[src/rtl/float_act_quantizer_seq.sv]
// float_act_quantizer_seq: handshaked float32 activation -> OUT_BITS index quantizer
// relative to a float range maximum, using a restoring mantissa divider (one bit per cycle).
module float_act_quantizer_seq #(
  parameter int OUT_BITS = 8,
  parameter bit ROUND_NEAREST = 1'b0
) (
  input  logic                clk,
  input  logic                reset,
  input  logic                i_valid,
  output logic                o_ready,
  input  logic [31:0]         i_max,
  input  logic [31:0]         i_activation,
  input  logic                i_signed,
  output logic                o_valid,
  input  logic                i_ready,
  output logic [OUT_BITS-1:0] o_index,
  output logic                o_sat,
  output logic                o_err
);
  localparam int QW = OUT_BITS + 3;
  localparam int CW = $clog2(QW + 1);
  localparam logic signed [10:0] S_MAX = 11'(OUT_BITS);
  typedef enum logic [1:0] {IDLE, DECODE, DIV, DONE} state_t;
  state_t st, st_n;
  logic [31:0] m_r, a_r;
  logic sgn_r, neg_r;
  logic signed [10:0] s_r, s_d;
  logic [24:0] rem;
  logic [QW-2:0] q;
  logic [QW-1:0] q_n, tr;
  logic [CW-1:0] cnt;
  logic [7:0] ea, em;
  logic [23:0] mm;
  logic m_bad, a_nan, a_inf, special, last, ge, hb, big, sp_sat, sp_err, res_sat;
  logic [OUT_BITS-1:0] lim, sp_idx, mag, res_idx;
  logic [10:0] sh;
  logic [QW:0] val;
  assign ea = a_r[30:23];
  assign em = m_r[30:23];
  assign mm = {1'b1, m_r[22:0]};
  assign m_bad = m_r[31] | (em == 8'd0) | (em == 8'hFF);
  assign a_nan = (ea == 8'hFF) & (a_r[22:0] != 23'd0);
  assign a_inf = (ea == 8'hFF) & (a_r[22:0] == 23'd0);
  assign special = m_bad | (ea == 8'hFF) | (ea == 8'd0);
  assign lim = sgn_r ? {1'b0, {(OUT_BITS-1){1'b1}}} : '1;
  assign s_d = 11'(ea) - 11'(em) + S_MAX - 11'(sgn_r);
  assign sp_idx = (!a_inf || m_bad) ? '0 : !a_r[31] ? lim : sgn_r ? -lim : '0;
  assign sp_sat = a_inf & ~m_bad;
  assign sp_err = m_bad | a_nan;
  // restoring step: remainder stays below 2*Mm, so 25 bits suffice
  assign ge = rem >= {1'b0, mm};
  assign q_n = {q, ge};
  // quotient carries OUT_BITS+2 fraction bits; s positions the binary point
  assign sh = 11'(OUT_BITS + 2) - s_r;
  assign tr = q_n >> sh;
  assign hb = 1'(q_n >> (sh - 11'd1));
  assign val = {1'b0, tr} + (QW+1)'(ROUND_NEAREST & hb);
  assign big = (s_r > S_MAX) | (val > (QW+1)'(lim));
  assign mag = big ? lim : val[OUT_BITS-1:0];
  assign res_idx = (neg_r & ~sgn_r) ? '0 : neg_r ? -mag : mag;
  assign res_sat = big | (neg_r & ~sgn_r);
  assign last = cnt == CW'(QW - 1);
  assign o_ready = st == IDLE;
  assign o_valid = st == DONE;
  always_ff @(posedge clk)
    st <= reset ? IDLE : st_n;
  always_comb begin
    st_n = st;
    case (st)
      IDLE:    st_n = i_valid ? DECODE : IDLE;
      DECODE:  st_n = special ? DONE : DIV;
      DIV:     st_n = last ? DONE : DIV;
      default: st_n = i_ready ? IDLE : DONE;
    endcase
  end
  always_ff @(posedge clk) begin
    if (reset) begin
      o_index <= '0;
      o_sat <= 1'b0;
      o_err <= 1'b0;
    end else begin
      if (o_ready && i_valid) begin
        m_r <= i_max;
        a_r <= i_activation;
        sgn_r <= i_signed;
      end
      if (st == DECODE) begin
        rem <= {1'b0, 1'b1, a_r[22:0]};
        q <= '0;
        cnt <= '0;
        s_r <= s_d;
        neg_r <= a_r[31];
        if (special) begin
          o_index <= sp_idx;
          o_sat <= sp_sat;
          o_err <= sp_err;
        end
      end
      if (st == DIV) begin
        rem <= (ge ? rem - {1'b0, mm} : rem) << 1;
        q <= q_n[QW-2:0];
        cnt <= cnt + 1'b1;
        if (last) begin
          o_index <= res_idx;
          o_sat <= res_sat;
          o_err <= 1'b0;
        end
      end
    end
  end
endmodule

[config.mk]
export PLATFORM = sky130hd
export DESIGN_NAME = float_act_quantizer_seq
export DESIGN_NICKNAME = d
export VERILOG_FILES = /design/src/rtl/float_act_quantizer_seq.sv
export SDC_FILE = /design/constraint.sdc
export NUM_CORES = 1
export LEC_CHECK = 0
export BUFFER_PORTS_ARGS = -buffer_cell sky130_fd_sc_hd__buf_2
export CORE_ASPECT_RATIO = 1.2
export CORE_UTILIZATION = 45
export CTS_CLUSTER_DIAMETER = 50
export DETAILED_ROUTE_END_ITERATION = 8
export PLACE_DENSITY = 0.74
export SETUP_SLACK_MARGIN = 0.02
export SKIP_CTS_REPAIR_TIMING = 1
export SYNTH_ARGS = -nofsm -noshare
export SYNTH_HDL_FRONTEND = slang
export SYNTH_SLANG_ARGS = --single-unit
[constraint.sdc]
create_clock -name clk -period 4.31 [get_ports clk]
set_input_delay 0 -clock clk [delete_from_list [all_inputs] [get_ports clk]]
set_output_delay 0 -clock clk [all_outputs]
set_load 0.01 [all_outputs]
==> results.json, run 1 <==
{
  "grtUsageTotal": 0.195,
  "final_cell_mix": "edfxtp_1, buf_2, dlygate4sd3_1, a21oi_1, nor2_1",
  "synth_area_um2": 7640,
  "skew_ns": 0.0138,
  "die_h_um": 145,
  "hold_class": "primary input to register",
  "first_global_vias": 5707,
  "max_cap_viol_count": 0,
  "routed_wirelength_um": 17400,
  "syn2layout_area_growth_pct": 25.4,
  "ctsLongestPathBuffers": 2,
  "cts-root-buf": "clkbuf_16",
  "reg2reg_to": "o_index[4]$_SDFF_PP0_",
  "post-dp-hpwl_um": 11900,
  "drv_slew": 0,
  "leakage_uw": 0.00387,
  "grt_start_max_net_pins": 66,
  "ys_async_sr_fraction": 0,
  "hold_viol": 0,
  "synth_seq_cells": 128,
  "fmax_mhz": 249,
  "core_area_um2": 16400,
  "critPathKind": "register to register",
  "pre_cts_ws_ns": 0.199,
  "synth_ff_type": "edfxtp_1",
  "relSlewSlack": 0.355,
  "synth_edf_count": 116,
  "min_period_ns": 4.02,
  "rr_worst_depth": 16,
  "crit_fanout": 6,
  "final_nets": 1012,
  "vdd_ir_drop_max_uv": 314,
  "start_util": 0.466,
  "endpoint": "o_index[4]$_SDFF_PP0_",
  "powerDensity_nw_per_um2": 464,
  "drtIter0Drc": 415,
  "postSynthNetCount": 856,
  "reg2reg_setup_slack_ns": 0.29,
  "start_kind": "register",
  "dr_total_vias": 6034,
  "numPortBuffers": 80,
  "yosysSeqAreaShare": 0.487,
  "clkTransAtPathRegs_ns": 0.06,
  "dr.pass1.iters": 5,
  "synth_area_per_cell_um2": 10.4,
  "crit_start": "s_r[0]$_DFFE_PP_",
  "synth.distinct_cells": 70,
  "ios": 81,
  "antenna_found_initial": 0,
  "htreeDepth": 4,
  "die_width_um": 121,
  "cts_made_buffers": 17,
  "timing.final.crit_share": 0.932,
  "grt_pass1_wl_um": 26500,
  "wl_per_cell_um": 15.6,
  "rows": 51,
  "drive_gt1_frac": 0.167,
  "cp.arrival_ns": 4.33,
  "tightestPinTransition_ns": 0.966,
  "finalSetupViolCount": 0,
  "antenna_left": 0,
  "place_congestion": 0.872,
  "power.total_uw": 4450,
  "worstSetupEndpointType": "register",
  "route.detailed.drc": 0,
  "overflow": 0,
  "tritoncts": "yes",
  "status": "complete, no violations",
  "ys_warn_count": 0,
  "cts.sinks": 128,
  "routed_via_density": 5.42,
  "fin_hold_ws_ns": 0.0574,
  "required_ns": 4.63,
  "insertedDiodeCount": 0,
  "place_area_um2": 8310,
  "postSynthCellCount": 733,
  "reg2reg_from": "s_r[0]$_DFFE_PP_",
  "final_common_cell": "edfxtp_1",
  "clock_latency_ns": 0.43,
  "setup_slack_ns": 0.292,
  "fin_area_um2": 9590,
  "die_area_um2": 17500
}
[Yosys cell counts (13+ instances only)]
library cell | number | share of area
o21ai_0 | 36 | 0.024
inv_1 | 61 | 0.030
nand3_1 | 13 | 0.0085
xor2_1 | 16 | 0.018
nor2b_1 | 14 | 0.011
nor2_1 | 68 | 0.033
edfxtp_1 | 116 | 0.46
and2_1 | 16 | 0.013
xnor2_1 | 16 | 0.018
nand2_1 | 49 | 0.024
clkbuf_1 | 15 | 0.0074
ha_1 | 51 | 0.083
nor3_1 | 19 | 0.012
a21oi_1 | 66 | 0.043
[metal layers]
metal	GRT usage	vias up	wire, um
met4	0.0806	0	379
met1	0.222	2870	7180
met2	0.355	121	9350
met3	0.0376	33	512
met5	0	-	0
li1	-	3010	-
[power breakdown]
group	internal (uW)	switching (uW)
clock	798	567
combinational	595	796
sequential	1590	105
[worst max-delay path: stages (launching register included)]
cell      delay, ns
edfxtp_1       0.42
inv_1          0.12
ha_1           0.39
nor2b_1        0.07
a211oi_1       0.46
nor4_4         0.10
ha_1           0.29
nand4_1        0.06
or4_1          0.54
o21ai_2        0.20
nand2_2        0.12
nor2_1         0.13
ha_1           0.15
inv_1          0.07
o41ai_4        0.40
xor2_1         0.12
a221oi_1       0.30
[logic make-up after synthesis]
group	synth area share
XOR/XNOR	0.0388
adder cells (fa/ha/maj)	0.0914
multiplexers	0.0331
AND/OR/NAND/NOR	0.149
flip-flops	0.487
buffers and inverters	0.0429
AO/OA/AOI/OAI	0.157
[worst min path at each step]
| stage | startpoint | end | slack, ns | depth (start not counted) |
|---|---|---|---|---|
| floorplan | i_ready | st[1]$_SDFF_PP0_ | 0.09 | 1 |
| global placement | i_max[1] | m_r[1]$_DFFE_PP_ | 0.18 | 1 |
| detailed placement | i_activation[10] | a_r[10]$_DFFE_PP_ | 0.18 | 1 |
| CTS | i_max[2] | m_r[2]$_DFFE_PP_ | -0.26 | 1 |
| global route | i_valid | st[0]$_SDFF_PP0_ | 0.12 | 3 |
| finish | i_valid | st[0]$_SDFF_PP0_ | 0.06 | 3 |
[flip-flops by register name, indices dropped and copies added, names as in the netlist]
| signal | flops |
|---|---|
| neg_r | 1 |
| s_r | 11 |
| sgn_r | 1 |
| o_err | 1 |
| m_r | 32 |
| o_index | 8 |
| a_r | 32 |
| cnt | 4 |
| rem | 25 |
| o_sat | 1 |
| q | 10 |
| st | 2 |
[through the flow]
step / util / TNS, ns / cells
after floorplan: - / 0 / 733
after global placement: 0.507 / 0 / 1014
after detailed placement: 0.507 / 0 / 1014
after CTS: 0.541 / 0 / 1046
after global routing: 0.584 / -0.0569 / 1114
final: 0.584 / 0 / 1114
[area by class of cell]
type / instances / area (um2)
Timing Repair Buffer: 159 / 1160
Fill cell: 1330 / 6810
Tap cell: 212 / 265
Multi-Input combinational cell: 522 / 3640
Clock inverter: 15 / 136
Sequential cell: 128 / 3720
Inverter: 61 / 229
Clock buffer: 17 / 425
(Power assumes the default switching activity.)
==> inputs of run 2 (changes only) <==
MAX_ROUTING_LAYER = met4   (was unset)
==> results.json, run 2 (same netlist as run 1, synthesis figures left out) <==
{
  "status": "complete, no violations",
  "routed_via_density": 5.42,
  "worstSetupEndpointType": "register",
  "htreeDepth": 4,
  "cp_cell_sequence": "ha_2, a21oi_1, a2bb2o_1, o2111a_1, nand2_1, nor4_4, ha_1, nand4_1, or4_1, o21ai_2, nand2_2, nor2_1, ha_1, inv_1, o41ai_4, nand3_1, a31oi_1, a211oi_1",
  "grt_pass1_wl_um": 26400,
  "tritoncts": "yes",
  "rows": 51,
  "holdPathEnd": "st[0]$_SDFF_PP0_",
  "relSlewSlack": 0.330,
  "drv_slew": 0,
  "place_congestion": 0.902,
  "syn2layout_area_growth_pct": 25.4,
  "min_period_ns": 3.91,
  "powerDensity_nw_per_um2": 465,
  "route.detailed.drc": 0,
  "dr_total_vias": 6041,
  "fmax_mhz": 256,
  "timing.final.crit_share": 0.906,
  "ios": 81,
  "crit_slowest_cell": "or4_1",
  "vdd_ir_drop_max_uv": 313,
  "slowest_delay_ns": 0.55,
  "finalSetupTns_ns": 0,
  "crit_buf_inv": 1,
  "cts-root-buf": "clkbuf_16",
  "power.total_uw": 4450,
  "hold_path.startpoint": "i_valid",
  "clock_latency_ns": 0.42,
  "utilization": 0.584,
  "cp.arrival_ns": 4.19,
  "rr_worst_depth": 18,
  "leakage_uw": 0.00386,
  "required_ns": 4.59,
  "final_cell_mix": "edfxtp_1, buf_2, dlygate4sd3_1, a21oi_1, nor2_1",
  "antenna_left": 0,
  "first_global_vias": 5796,
  "start_util": 0.466,
  "numPortBuffers": 80,
  "die_h_um": 145,
  "critPathKind": "register to register",
  "reg2reg_to": "o_index[6]$_SDFF_PP0_",
  "hold_depth": 3,
  "drtIter0Drc": 394,
  "overflow": 0,
  "num-fill-cells": 1350,
  "rsz0062_at_grt": "false",
  "crit_start": "s_r[0]$_DFFE_PP_",
  "crit_fanout": 6,
  "routed_wirelength_um": 17800,
  "die_area_um2": 17500,
  "clkTransAtPathRegs_ns": 0.06,
  "skew_ns": 0.00781,
  "reg2reg_setup_slack_ns": 0.40,
  "final_common_cell": "edfxtp_1",
  "max_cap_viol_count": 0,
  "timing.critical_path.mode_cell": "ha_1",
  "post-dp-hpwl_um": 11900,
  "cts_made_buffers": 17,
  "final_nets": 1012,
  "grt_start_max_net_pins": 66,
  "ctsLongestPathBuffers": 2,
  "cts.sinks": 128,
  "grtUsageTotal": 0.200,
  "drive_gt1_frac": 0.164,
  "start_kind": "register",
  "cpLargestDelayFamily": "simple AND/OR/NAND/NOR gates",
  "reg2reg_from": "s_r[0]$_DFFE_PP_",
  "dr.pass1.iters": 4,
  "antenna_found_initial": 0,
  "wl_per_cell_um": 15.9,
  "tightestPinTransition_ns": 1.00,
  "finalSetupViolCount": 0,
  "hold_viol": 0,
  "top_regs": "a_r: 32 flops, m_r: 32 flops, rem: 25 flops",
  "hold_class": "primary input to register",
  "die_width_um": 121,
  "core_area_um2": 16400
}
run 2: changes by cell type in the layout (fill, tap and decap cells not counted):
cell / change
diode_2: +1
o21ai_2: +1
clkinv_4: -4
clkbuf_1: +2
clkinvlp_4: +1
inv_6: -4
clkinv_1: +2
o21ai_1: -2
o21ai_0: +1
bufinv_16: +1
clkinv_2: +2
run 2: power by group:
part	internal (uW)	leakage, uW	total, uW	switching, uW
sequential	1590	0.00117	1700	107
clock	838	0.000263	1360	523
combinational	599	0.00243	1390	796
run 2: worst max path at each step:
stage                             to  slack, ns  depth (start not counted)
5_1_grt        o_index[6]$_SDFF_PP0_       0.02                         18
4_1_cts        o_index[6]$_SDFF_PP0_       0.10                         18
3_5_place_dp   o_index[6]$_SDFF_PP0_       0.12                         18
2_1_floorplan  o_index[6]$_SDFF_PP0_       0.09                         21
6_report       o_index[6]$_SDFF_PP0_       0.40                         18
3_3_place_gp   o_index[6]$_SDFF_PP0_       0.25                         18
run 2: per-layer routing:
layer / global-route usage / share of wire / up-vias
li1: - / - / 3010
met5: - / 0 / -
met2: 0.352 / 0.54 / 120
met4: 0.0955 / 0.031 / 0
met1: 0.217 / 0.40 / 2862
met3: 0.0400 / 0.030 / 49
run 2: area by class of cell:
cell class                      count  area [um2]  area share
Tap cell                          212         265      0.0277
Clock inverter                     13         121      0.0127
Sequential cell                   128        3720       0.389
Timing Repair Buffer              159        1160       0.121
Inverter                           61         229      0.0239
Clock buffer                       19         433      0.0452
Multi-Input combinational cell    522        3650       0.381
Antenna cell                        1        2.50    0.000261
run 2: tightest hold or removal path, cell delays in order:
cell      delay (ns)
buf_2           0.10
a211oi_1        0.07
a221oi_1        0.24
run 2: metrics by stage:
| stage | hold WS, ns | instance area, um2 | std cells | setup WS (ns) |
|---|---|---|---|---|
| 5_1_grt | 0.0614 | 9580 | 1114 | 0.0225 |
| 2_1_floorplan | 0.0946 | 7640 | 733 | 0.0914 |
| 4_1_cts | -0.260 | 8870 | 1047 | 0.102 |
| 6_report | 0.0529 | 9580 | 1115 | 0.405 |
| 3_3_place_gp | 0.176 | 8320 | 1015 | 0.246 |
| 3_5_place_dp | 0.178 | 8320 | 1015 | 0.119 |
